[src/rtl/mc_core_seq.sv]
// Multi-cycle sequencer for the RV32 core.
// Steps each instruction through FETCH, DECODE, EXEC, optional MEM and WB,
// talking to instruction/data memories over req/ack handshakes. Owns the
// PC, the instruction register, the data-memory address/data latches, the
// load-data latch and the register-file write strobe. A per-transfer
// watchdog and a PC alignment check drive a sticky fault state.
module mc_core_seq #(
    parameter int               XLEN        = 32,
    parameter logic [XLEN-1:0]  RESET_PC    = '0,
    parameter int               BUS_TIMEOUT = 255
) (
    input  logic            clk,
    input  logic            rst,
    // instruction memory
    output logic            imem_req,
    output logic [XLEN-1:0] imem_addr,
    input  logic            imem_ack,
    input  logic [31:0]     imem_rdata,
    // architectural state towards decode / EX
    output logic [XLEN-1:0] pc,
    output logic [31:0]     instr,
    // decoded control and EX results
    input  logic            dec_mem_read,
    input  logic            dec_mem_write,
    input  logic            dec_reg_write,
    input  logic [XLEN-1:0] alu_result_in,
    input  logic [XLEN-1:0] rs2_in,
    input  logic [XLEN-1:0] pc_next_in,
    // data memory
    output logic            dmem_req,
    output logic            dmem_we,
    output logic [XLEN-1:0] dmem_addr,
    output logic [XLEN-1:0] dmem_wdata,
    input  logic            dmem_ack,
    input  logic [XLEN-1:0] dmem_rdata,
    // write-back and status
    output logic [XLEN-1:0] load_data,
    output logic            rf_wen,
    output logic            retire,
    input  logic            halt_req,
    output logic [2:0]      state,
    output logic            fault
);

    localparam logic [2:0] S_IDLE   = 3'd0;
    localparam logic [2:0] S_FETCH  = 3'd1;
    localparam logic [2:0] S_DECODE = 3'd2;
    localparam logic [2:0] S_EXEC   = 3'd3;
    localparam logic [2:0] S_MEM    = 3'd4;
    localparam logic [2:0] S_WB     = 3'd5;
    localparam logic [2:0] S_HALT   = 3'd6;
    localparam logic [2:0] S_FAULT  = 3'd7;

    // Canonical NOP (addi x0, x0, 0) so decode sees a harmless word out of reset.
    localparam logic [31:0] NOP_INSTR = 32'h0000_0013;

    // Watchdog counter only needs to reach BUS_TIMEOUT.
    localparam int            TW       = (BUS_TIMEOUT > 1) ? $clog2(BUS_TIMEOUT + 1) : 1;
    localparam logic [TW-1:0] TO_LIMIT = TW'(BUS_TIMEOUT);
    localparam bit            TO_EN    = (BUS_TIMEOUT != 0);

    logic [2:0]      state_q,  state_d;
    logic [XLEN-1:0] pc_q,     pc_d;
    logic [31:0]     instr_q,  instr_d;
    logic [XLEN-1:0] addr_q,   addr_d;
    logic [XLEN-1:0] wdata_q,  wdata_d;
    logic [XLEN-1:0] ldata_q,  ldata_d;
    logic [TW-1:0]   cnt_q,    cnt_d;
    logic            fault_q,  fault_d;

    logic            pc_aligned;
    logic            timed_out;

    assign pc_aligned = (pc_next_in[1:0] == 2'b00);
    assign timed_out  = TO_EN && (cnt_q == TO_LIMIT);

    // Next-state logic for the sequencer, latches and watchdog.
    always_comb begin
        // NOTE: every variable gets a default before the case so no path
        // leaves it unassigned; otherwise synthesis infers latches.
        state_d = state_q;
        pc_d    = pc_q;
        instr_d = instr_q;
        addr_d  = addr_q;
        wdata_d = wdata_q;
        ldata_d = ldata_q;
        fault_d = fault_q;
        // Counter is zero in every non-waiting state, so it starts from zero
        // whenever FETCH or MEM is entered.
        cnt_d   = '0;

        case (state_q)
            S_IDLE: begin
                state_d = S_FETCH;
            end
            S_FETCH: begin
                if (imem_ack) begin
                    instr_d = imem_rdata;
                    state_d = S_DECODE;
                end else if (timed_out) begin
                    fault_d = 1'b1;
                    state_d = S_FAULT;
                end else if (TO_EN) begin
                    cnt_d = cnt_q + TW'(1);
                end
            end
            S_DECODE: begin
                state_d = S_EXEC;
            end
            S_EXEC: begin
                addr_d  = alu_result_in;
                wdata_d = rs2_in;
                state_d = (dec_mem_read || dec_mem_write) ? S_MEM : S_WB;
            end
            S_MEM: begin
                if (dmem_ack) begin
                    if (dec_mem_read) begin
                        ldata_d = dmem_rdata;
                    end
                    state_d = S_WB;
                end else if (timed_out) begin
                    fault_d = 1'b1;
                    state_d = S_FAULT;
                end else if (TO_EN) begin
                    cnt_d = cnt_q + TW'(1);
                end
            end
            S_WB: begin
                // A misaligned target must not become the architectural PC.
                if (!pc_aligned) begin
                    fault_d = 1'b1;
                    state_d = S_FAULT;
                end else begin
                    pc_d    = pc_next_in;
                    state_d = halt_req ? S_HALT : S_FETCH;
                end
            end
            S_HALT: begin
                if (!halt_req) begin
                    state_d = S_FETCH;
                end
            end
            S_FAULT: begin
                state_d = S_FAULT;
            end
            default: begin
                state_d = S_FAULT;
            end
        endcase
    end

    // State and datapath registers; async reset drops requests at once.
    always_ff @(posedge clk or negedge rst) begin
        if (!rst) begin
            // NOTE: the datapath latches are reset too, because load_data and
            // dmem_addr/dmem_wdata are visible outputs with defined reset values.
            state_q <= S_IDLE;
            pc_q    <= RESET_PC;
            instr_q <= NOP_INSTR;
            addr_q  <= '0;
            wdata_q <= '0;
            ldata_q <= '0;
            cnt_q   <= '0;
            fault_q <= 1'b0;
        end else begin
            // NOTE: non-blocking assignments so every register samples the
            // pre-edge values regardless of statement order.
            state_q <= state_d;
            pc_q    <= pc_d;
            instr_q <= instr_d;
            addr_q  <= addr_d;
            wdata_q <= wdata_d;
            ldata_q <= ldata_d;
            cnt_q   <= cnt_d;
            fault_q <= fault_d;
        end
    end

    // Strobes decode straight from the current state.
    assign imem_req   = (state_q == S_FETCH);
    assign imem_addr  = pc_q;
    assign dmem_req   = (state_q == S_MEM);
    assign dmem_we    = (state_q == S_MEM) && dec_mem_write;
    assign dmem_addr  = addr_q;
    assign dmem_wdata = wdata_q;
    assign load_data  = ldata_q;
    // Link write still completes on a misaligned jump; only retire is withheld.
    assign rf_wen     = (state_q == S_WB) && dec_reg_write;
    assign retire     = (state_q == S_WB) && pc_aligned;
    assign pc         = pc_q;
    assign instr      = instr_q;
    assign state      = state_q;
    assign fault      = fault_q;

endmodule

[config.mk]
export PLATFORM = sky130hd
export DESIGN_NAME = mc_core_seq
export DESIGN_NICKNAME = d
export VERILOG_FILES = /design/src/rtl/mc_core_seq.sv
export SDC_FILE = /design/constraint.sdc
export NUM_CORES = 1
export LEC_CHECK = 0
export ABC_CLOCK_PERIOD_IN_PS = 2500
export CORE_AREA = 2 2 143 145
export CTS_BUF_LIST = sky130_fd_sc_hd__clkbuf_8
export DETAILED_ROUTE_END_ITERATION = 8
export DIE_AREA = 0 0 145 147
export DONT_BUFFER_PORTS = 1
export PLACE_DENSITY_LB_ADDON = 0.05
export SYNTH_ARGS = -nofsm -noshare
export SYNTH_HDL_FRONTEND = slang
export SYNTH_SLANG_ARGS = --single-unit
[constraint.sdc]
create_clock -name clk -period 2.5 [get_ports clk]
set_clock_uncertainty 0.1 [all_clocks]
set_input_delay 0.5 -clock clk [delete_from_list [all_inputs] [get_ports clk]]
set_output_delay 0.5 -clock clk [all_outputs]
set_load 0.02 [all_outputs]
==> summary.txt, run 1 <==
Synth
  • Synth area leaders: dfrtp_1, mux2_2, mux2_4, buf_4, buf_6
  • Largest family of logic cells by synthesized area: multiplexers
  • Synth Area in XOR/XNOR: 0.007406
  • Synthesized Nets: 619
  • Mapped Area: 7096 um2
  • Post-synth ARST share: 1.000
  • Multiplexer share of the synthesized area: 0.2682
  • Yosys top cell area share: 0.5960
  • FF+latch count, synth: approximately 170
  • Largest area contributor in the netlist: dfrtp_1
  • Compound-Gate Fraction of Synth Area: 0.01428
  • Adder-Cell Fraction of Synth Area: 0.001763
  • Synth warnings: 0
  • Most common flop cell mapped by yosys: dfrtp_1
  • Simple-gate share of the synthesized area: 0.03633
  • Register area share after synthesis: 0.6071
  • Synth cell types: 34
  • Mean Syn Cell Area: 15.77 um2
  • Post-synth EDFFs: 0
  • Mapped Cells: 450
  • Top-count cell post-synth: dfrtp_1
  • Commonest cells in the synthesized netlist: dfrtp_1, mux2_2, buf_4

CTS
  • Setup Fix Bufs, Post-CTS: 0
  • Skew-Pair Late Insertion Delay: 450 ps
  • TritonCTS Buffers: 17
  • CTS sink cnt: 172
  • Maximum clock insertion buffer count: 2
  • TritonCTS clock tree: yes
  • Root Buffer: clkbuf_8
  • Clk slew on worst S/H paths: ~90 ps
  • H-tree levels: 4

STA
  • Max-slew violations: 0
  • Relative slew slack: 0.7025
  • Setup WS post-layout: between 150 and 200 ps
  • Worst-margin pin slew: 446.2 ps
  • Fin crit period: 2338 ps
  • Fmax: between 400 and 500 MHz
  • Hold Vio Cnt, Final: 172
  • Setup tns final: 0 ps
  • RSZ-0062 raised after global routing: no
  • Setup violations, final: 0
  • Period utilisation layout: 0.9353
  • Hold_ws: -353.9 ps

Setup path
  • Worst path required time: 1900 ps
  • Setup CP Type: register to output pin
  • Worst-path maximum fanout: 33
  • Arr. time, crit path: 1740 ps
  • CP delay by family, top: simple AND/OR/NAND/NOR gates
  • Crit path buf inv count: 1
  • Crit path cell chain: nor2b_4 > nand2_1 > nor3_4 > buf_12
  • Critical Path Max Stage Delay: 510 ps
  • CP max stage cell: dfrtp_1
  • Crit. End Element: output pin
  • CP startpoint kind: register

Floorplan
  • Die X: 145 um
  • Core Region: between 15000 and 20000 um2
  • IO Count: 369
  • Total Die Area: around 21000 um2
  • Starting Density: 0.3576
  • Die height: 147 um
  • Rows: 52

Final layout
  • Layout cell share with drive strength beyond 1: 0.4817
  • # fillers: between 1500 and 2000
  • Area delta synth->final: 6.295%
  • Cell area after layout: between 7000 and 8000 um2
  • Final #Nets: 594

Drt
  • Drt wl/cell: 21.78 um
  • Via density: 4.890
  • DRC viols: 0
  • First-pass DRT Iterations: 4
  • Final WL: ~15000 um
  • Routed Antenna Nets: 0
  • Via Count: between 3000 and 4000
  • Initial DRC Count: about 150

Global route
  • First-pass GRT wire length: 23340 um
  • Initial antenna violation count: 2
  • Number of global-route vias before repair: 3818
  • Gr usage total: 0.1444
  • Largest net degree at the start of global routing: about 170
  • Gr ovfl total: 0

Run
  • Max-Cap Viols: 0

Status
  • Failing checks: hold timing
  • Outcome: complete, but fails checks

Place
  • IO buf count: 0
  • Worst slack, placed: around 560 ps
  • DP Wirelength: 11050 um
  • Placed inst area: 7093 um2
  • Gpl congestion: 0.7396

Power and ir drop
  • Design Power: around 12000 uW
  • LEAKAGE: 0.003292 uW
  • Peak supply drop: 0.4815 mV
  • Pwr Density: 1540 nW/um2

Worst hold path
  • HP Class: primary input to asynchronous set/reset pin
==> flip-flops by register name, indices dropped and copies added, names as in the netlist <==
| name | count |
|---|---|
| cnt_q | 8 |
| dmem_addr | 32 |
| dmem_wdata | 32 |
| fault | 1 |
| imem_addr | 32 |
| instr | 32 |
| load_data | 32 |
| state | 3 |
==> cell type report <==
type	instances	area (um2)	share of cell area
multi-input cells	222	2331	0.3091
flip-flops and latches	172	4309	0.5713
clock inverters	15	209.0	0.02770
repair buffers	9	105.1	0.01394
diodes	2	5.005	0.0006636
inverters	3	11.26	0.001493
clock buffers	17	234.0	0.03102
well taps	270	337.8	0.04479
==> power breakdown <==
group / switching [uW] / internal (uW) / total (uW)
logic: 784 / 1530 / 2320
clock network: 1070 / 1110 / 2180
registers: 3020 / 4090 / 7110
==> placed cells by master (no fill, tap or decap), types with 2 or more instances in the layout <==
cell / instances
dfrtp_1: 168
mux2_2: 125
mux2_4: 33
clkbuf_8: 17
nor2_1: 12
buf_4: 6
and3_1: 5
nand3_1: 5
inv_6: 5
inv_1: 4
nand2_1: 4
o21ai_0: 4
bufinv_16: 4
xor2_1: 3
xnor2_1: 3
nor2b_1: 3
dfstp_2: 3
buf_12: 3
diode_2: 2
nor2b_4: 2
nor3b_1: 2
nand2b_4: 2
a21boi_0: 2
o221ai_1: 2
a21oi_1: 2
clkinv_2: 2
inv_8: 2
==> cells by family after synthesis <==
| kind of cell | Yosys count |
|---|---|
| mux | 158 |
| xor+xnor | 6 |
| buf+inv | 56 |
| fa+ha+maj | 1 |
| flops | 172 |
| simple gates | 42 |
| compound gates | 15 |
==> what timing repair did <==
item | in CTS | in global routing
gates resized for setup | 0 | 1
hold endpoints to repair | 172 | 172
setup endpoints to repair | 0 | 1
==> stage by stage <==
stage / cells / utilization
detailed placement: 676 / 0.3574
global route: 710 / 0.3801
finish: 710 / 0.3801
floorplan: 450 / -
CTS: 708 / 0.3798
global placement: 676 / 0.3574
==> final timing paths <==
kind	from	to	slack (ps)	depth (start not counted)
worst max-delay path	state[0]	retire	160	4
min in group clk	imem_rdata[3]	instr[3]	90	1
max in group asynchronous	rst	instr[0]	2360	0
worst max register to register	state[2]	load_data[5]	560	5
worst min register to register	cnt_q[0]	cnt_q[0]	360	1
worst min-delay path	rst	load_data[19]	-350	0
==> per-layer routing <==
layer  global-route usage  share of wire  vias up
met5                    0              0        -
met4              0.06535          0.033        0
met3              0.07298           0.10       20
met2               0.2452           0.52      197
met1               0.1504           0.35     1774
li1                     -              -     1481
Power figures use the tool's default switching activity.
==> inputs of run 2 (changes only) <==
CORE_AREA = 2 2 142 144   (was 2 2 143 145)
DIE_AREA = 0 0 144 146   (was 0 0 145 147)
DONT_BUFFER_PORTS = unset   (was 1)
==> run 2 against run 1 <==
  * The run now ends clean
  * Sequential cell count did not move
  * Highest routed layer unchanged
  * Hold slack improved by 720 ps
  * Largest cell class unchanged
  * Sequential power fell by 32%
==> summary.txt, run 2 (synthesis gave the netlist of run 1 again) <==
STA
  • Worst-margin pin slew: 845.4 ps (+399.2 ps)
  • Setup tns final: 0 ps (unchanged)
  • Fin crit period: 2389 ps (+51.15 ps)
  • Relative slew slack: 0.4364 (-0.2661)
  • RSZ-0062 raised after global routing: no
  • Setup violations, final: 0 (unchanged)
  • Period utilisation layout: 0.9558 (+0.02046)
  • Hold Vio Cnt, Final: 0 (-100%)
  • Max-slew violations: 0 (unchanged)
  • Fmax: 418.5 MHz (-2.1%)

Final layout
  • Area occupied by multi-input gates: 2331 um2 (unchanged)
  • # fillers: 1610 (-15%)
  • Final #Nets: 966 (+63%)
  • Most frequent cells in the layout: clkdlybuf4s50_1, dfrtp_1, mux2_2
  • Most common cell after layout, fill and taps aside: clkdlybuf4s50_1
  • Area delta synth->final: 58.37%
  • Layout cell share with drive strength beyond 1: 0.2642 (-0.2175)
  • Post-route core utilization: 0.5812 (+0.2011)
  • Flip-flop and latch area: 4308 um2 (about the same)

Setup path
  • Critical Path Max Stage Delay: 640 ps (+130 ps)
  • Reg2reg end: dmem_wdata[20]
  • R2R Setup Slk: 290 ps (-270 ps)
  • Worst-path maximum fanout: 11 (-67%)
  • Worst Setup SP: state[2]
  • Worst setup endpoint: state[2]
  • Reg2reg path depth: 5 (unchanged)
  • CP max stage cell: clkdlybuf4s50_1
  • Crit. End Element: output pin
  • Setup CP Type: register to output pin
  • Crit path cell chain: buf_4 > clkdlybuf4s50_1
  • Worst path required time: 1900 ps (about the same)
  • CP startpoint kind: register
  • Arr. time, crit path: 1790 ps (+50 ps)
  • Reg2Reg Launch Point: state[2]

Status
  • Outcome: completed

Global route
  • First-pass GRT wire length: 29730 um (+27%)
  • Initial antenna violation count: 1 (-1)
  • Largest net degree at the start of global routing: 66 (-62%)
  • Gr usage total: 0.1871 (+0.04269)
  • Gr ovfl total: 0 (unchanged)
  • Number of global-route vias before repair: 5292 (+39%)

Worst hold path
  • Worst Hold Launch: cnt_q[0]
  • HP Class: register to register
  • Worst Hold Depth: 1

CTS
  • TritonCTS clock tree: yes
  • Clk slew on worst S/H paths: 100 ps (about the same)
  • Root Buffer: clkbuf_8
  • H-tree levels: 4 (unchanged)
  • Maximum clock insertion buffer count: 2 (unchanged)
  • Setup Fix Bufs, Post-CTS: 0 (unchanged)
  • TritonCTS Buffers: 17 (unchanged)
  • Skew-Pair Late Insertion Delay: 440 ps (about the same)
  • CTS sink cnt: 172 (unchanged)

Drt
  • Via density: 4.534 (-7.3%)
  • Via Count: 4879 (+41%)
  • DRC viols: 0 (unchanged)
  • Initial DRC Count: 168 (+15%)
  • First-pass DRT Iterations: 4 (unchanged)
  • Final WL: 19630 um (+27%)
  • Met2 routed WL: 10310 um (+29%)
  • Routed Antenna Nets: 0 (unchanged)
  • Top Layer Used: met4
  • Wl on met1: 7080 um (+31%)
  • Drt wl/cell: 18.24 um (-16%)
  • Routed length on met3: 1866 um (+19%)

Power and ir drop
  • Seq pwr share: 0.331 (-0.282)
  • LEAKAGE: 0.004761 uW (+45%)
  • Combinational share of power: 0.535 (+0.335)
  • P_sw: 5421 uW (+11%)
  • Switch share: 0.3677 (-0.05212)
  • Pwr Density: 1312 nW/um2 (-15%)
  • Clock power share: 0.134 (-0.054)
  • Design Power: 14740 uW (+27%)
  • Internal power: 9322 uW (+38%)
  • Peak supply drop: 0.5840 mV (+21%)

Floorplan
  • Die X: 144 um (-0.69%)
  • Rows: 51 (-1.9%)
  • Die height: 146 um (-0.68%)
  • Total Die Area: 21020 um2 (-1.4%)
  • Core Region: 19330 um2 (-2.6%)
  • IO Count: 369 (unchanged)
  • Starting Density: 0.3670 (+0.009418)

Run
  • Max-Cap Viols: 0 (unchanged)

Place
  • DP Wirelength: 15210 um (+38%)
  • IO buf count: 368 (+368)
  • Gpl congestion: 0.7375 (-0.28%)
## run 2: cell count changes in the layout (fill, tap and decap cells not counted), sizes merged
cell	change
buf	+4
dlygate4sd2	+3
dlymetal6s2s	+2
inv	-2
dlygate4sd3	+1
clkdlybuf4s50	+362
clkinv	+1
clkbuf	+1
clkinvlp	+2
diode	-1
bufinv	-2
## run 2: worst min path at each step
stage | to
after global placement | cnt_q[0]
after global routing | cnt_q[0]
final | cnt_q[0]
after floorplan | cnt_q[0]
after CTS | cnt_q[0]
after detailed placement | cnt_q[0]
## run 2: layout make-up
type,count,share of cell area
Sequential cell,172,0.3834
Timing Repair Buffer,381,0.3425
Multi-Input combinational cell,222,0.2074
Tap cell,265,0.02951
Clock buffer,18,0.02205
Clock inverter,14,0.01392
Inverter,3,0.001002
Antenna cell,1,0.0002227
## run 2: what timing repair did
item                                    4_1_cts  5_1_grt
hold buffers                                  1        0
gates resized for setup                       3        2
endpoints found under the hold margin        49        0
endpoints found under the setup margin        3        2
## run 2: worst max-delay path, delay by kind of cell (launching register included)
| kind | cells | cell delay (ps) |
|---|---|---|
| buffers and inverters | 2 | 860 |
| flip-flops | 1 | 490 |
## run 2: layer usage
metal  vias to the layer above  track usage
met3                        23      0.07009
met1                      2403       0.2030
met2                       223       0.3312
met4                         0      0.06667
li1                       2230            -
met5                         -            0
## run 2: power by group through the flow
stage          sequential (uW)  clock (uW)  combinational [uW]
2_1_floorplan             6450           0                2780
3_3_place_gp              4890           0                7890
3_5_place_dp              4960           0                7970
4_1_cts                   4900        2060                7990
5_1_grt                   5070        2180                8320
6_report                  4870        1980                7890
## run 2: metrics by stage
step	hold slack [ps]	cells	instance area [um2]	worst slack, ps
after floorplan	104.4	450	7096	514.0
after global placement	341.3	1042	10820	15.73
after detailed placement	358.8	1042	10820	3.290
after CTS	372.6	1075	11230	3.439
after global routing	392.7	1075	11230	15.59
final	365.1	1076	11240	110.6
==> inputs of run 3 (changes only) <==
SKIP_CTS_REPAIR_TIMING = 1   (was unset)
==> run 3 against run 2 <==
  * Fmax about the same
  * Critical path depth unchanged
  * Combinational power hardly changed
  * Final area rose by 0.10%
  * First-iteration DRC count is 0.60% lower
  * Clock power about the same
  * Setup slack is essentially flat
  * Total power about the same
  * Sequential share of layout area hardly changed
  * Sequential power is essentially flat
  * Die area stayed put
  * Global-route usage stayed put
==> summary.txt, run 3 (synthesis gave the netlist of run 1 again) <==
Setup path
  • Arr. time, crit path: 1790 ps (about the same)
  • Worst path required time: 1900 ps (about the same)
  • CP max stage cell: clkdlybuf4s50_1
  • Reg2reg path depth: 5 (unchanged)
  • Critical Path Max Stage Delay: 640 ps (about the same)
  • Setup CP Type: register to output pin
  • Reg2reg end: dmem_wdata[20]
  • R2R Setup Slk: 290 ps (about the same)
  • Crit. End Element: output pin
  • Crit path buf inv count: 2 (unchanged)
  • CP delay by family, top: buffers and inverters
  • Worst-path maximum fanout: 11 (unchanged)
  • Crit path cell chain: buf_4 > clkdlybuf4s50_1
  • Reg2Reg Launch Point: state[2]
  • CP startpoint kind: register

Drt
  • Met2 routed WL: 10310 um (about the same)
  • Initial DRC Count: 167 (-0.60%)
  • Routed Antenna Nets: 0 (unchanged)
  • Drt wl/cell: 18.24 um (about the same)
  • Final WL: 19630 um (about the same)
  • First-pass DRT Iterations: 4 (unchanged)
  • Via density: 4.534 (unchanged)
  • Via Count: 4879 (unchanged)
  • Wl on met1: 7072 um (-0.11%)
  • DRC viols: 0 (unchanged)
  • Top Layer Used: met4
  • Routed length on met3: 1869 um (+0.16%)

CTS
  • Maximum clock insertion buffer count: 2 (unchanged)
  • CTS sink cnt: 172 (unchanged)
  • Skew-Pair Late Insertion Delay: 440 ps (about the same)
  • Clk slew on worst S/H paths: 100 ps (about the same)
  • TritonCTS Buffers: 17 (unchanged)
  • H-tree levels: 4 (unchanged)
  • Root Buffer: clkbuf_8
  • TritonCTS clock tree: yes

STA
  • Worst-margin pin slew: 845.4 ps (+0.02116 ps)
  • Hold Vio Cnt, Final: 0 (unchanged)
  • Max-slew violations: 0 (unchanged)
  • Relative slew slack: 0.4364 (about the same)
  • Setup violations, final: 0 (unchanged)
  • Fin crit period: 2389 ps (+0.009000 ps)
  • RSZ-0062 raised after global routing: no
  • Period utilisation layout: 0.9558 (about the same)
  • Fmax: 418.5 MHz (about the same)
  • Setup WS post-layout: 110.5 ps (-0.009000 ps)

Place
  • IO buf count: 368 (unchanged)
  • Worst slack, placed: 3.290 ps (unchanged)
  • Placed inst area: 10820 um2 (unchanged)
  • Gpl congestion: 0.7375 (unchanged)
  • DP Wirelength: 15210 um (unchanged)

Worst hold path
  • HP Class: register to register
  • Worst Hold Launch: cnt_q[0]
  • Worst Hold Depth: 1 (unchanged)
  • Hold path endpoint: cnt_q[0]

Floorplan
  • Total Die Area: 21020 um2 (unchanged)
  • Die X: 144 um (unchanged)
  • IO Count: 369 (unchanged)
  • Core Region: 19330 um2 (unchanged)
  • Die height: 146 um (unchanged)
  • Rows: 51 (unchanged)
  • Starting Density: 0.3670 (unchanged)

Global route
  • Largest net degree at the start of global routing: 66 (unchanged)
  • Gr ovfl total: 0 (unchanged)
  • Gr usage total: 0.1871 (unchanged)
  • Initial antenna violation count: 1 (unchanged)
  • First-pass GRT wire length: 29730 um (unchanged)
  • Number of global-route vias before repair: 5292 (unchanged)

Power and ir drop
  • Design Power: 14750 uW (about the same)
  • Pwr Density: 1311 nW/um2 (about the same)
  • Peak supply drop: 0.5840 mV (unchanged)
  • LEAKAGE: 0.004801 uW (+0.83%)

Final layout
  • Layout cell share with drive strength beyond 1: 0.2642 (unchanged)
  • Most common cell after layout, fill and taps aside: clkdlybuf4s50_1
  • Final #Nets: 966 (unchanged)
  • Area delta synth->final: 58.53%
  • Most frequent cells in the layout: clkdlybuf4s50_1, dfrtp_1, mux2_2
  • Cell area after layout: 11250 um2 (+0.10%)

Status
  • Outcome: completed

Run
  • Max-Cap Viols: 0 (unchanged)
run 3: changes by cell type in the layout (fill, tap and decap cells not counted), sizes merged:
cell          delta
dlymetal6s2s     +3
dlygate4sd2      -3
run 3: report_power, final:
part / switching, uW / leakage [uW] / internal, uW / total, uW
clock: 1050 / 0.000204 / 934 / 1980
combinational: 3600 / 0.00252 / 4290 / 7890
sequential: 772 / 0.00208 / 4100 / 4870
run 3: worst max path at each step:
stage,start,to,slack (ps),cells after the start
after floorplan,state[0],load_data[10],510,7
after global placement,pc_next_in[1],retire,20,3
after detailed placement,pc_next_in[1],retire,3,3
after CTS,state[0],retire,-140,4
after global routing,state[2],state[2],20,2
final,state[2],state[2],110,2
run 3: per-layer routing:
metal,vias up,global-route usage
met4,0,0.06667
li1,2230,-
met1,2403,0.2030
met2,223,0.3312
met3,23,0.07009
met5,-,0
run 3: per-stage QoR:
stage,utilization,setup TNS (ps),hold slack (ps),cells
floorplan,-,0,104.4,450
global placement,0.5596,0,341.3,1042
detailed placement,0.5596,0,358.8,1042
CTS,0.5805,-253.4,-86.74,1074
global route,0.5816,0,392.7,1075
finish,0.5818,0,365.1,1076
run 3: cell type report:
| class | count | area [um2] |
|---|---|---|
| sequential | 172 | 4308 |
| timing repair buffer | 381 | 3860 |
| antenna | 1 | 2.502 |
| clock inverter | 14 | 156.4 |
| inverter | 3 | 11.26 |
| multi-input combinational | 222 | 2331 |
| tap | 265 | 331.6 |
| clock buffer | 18 | 247.7 |
| fill | 1604 | 8087 |
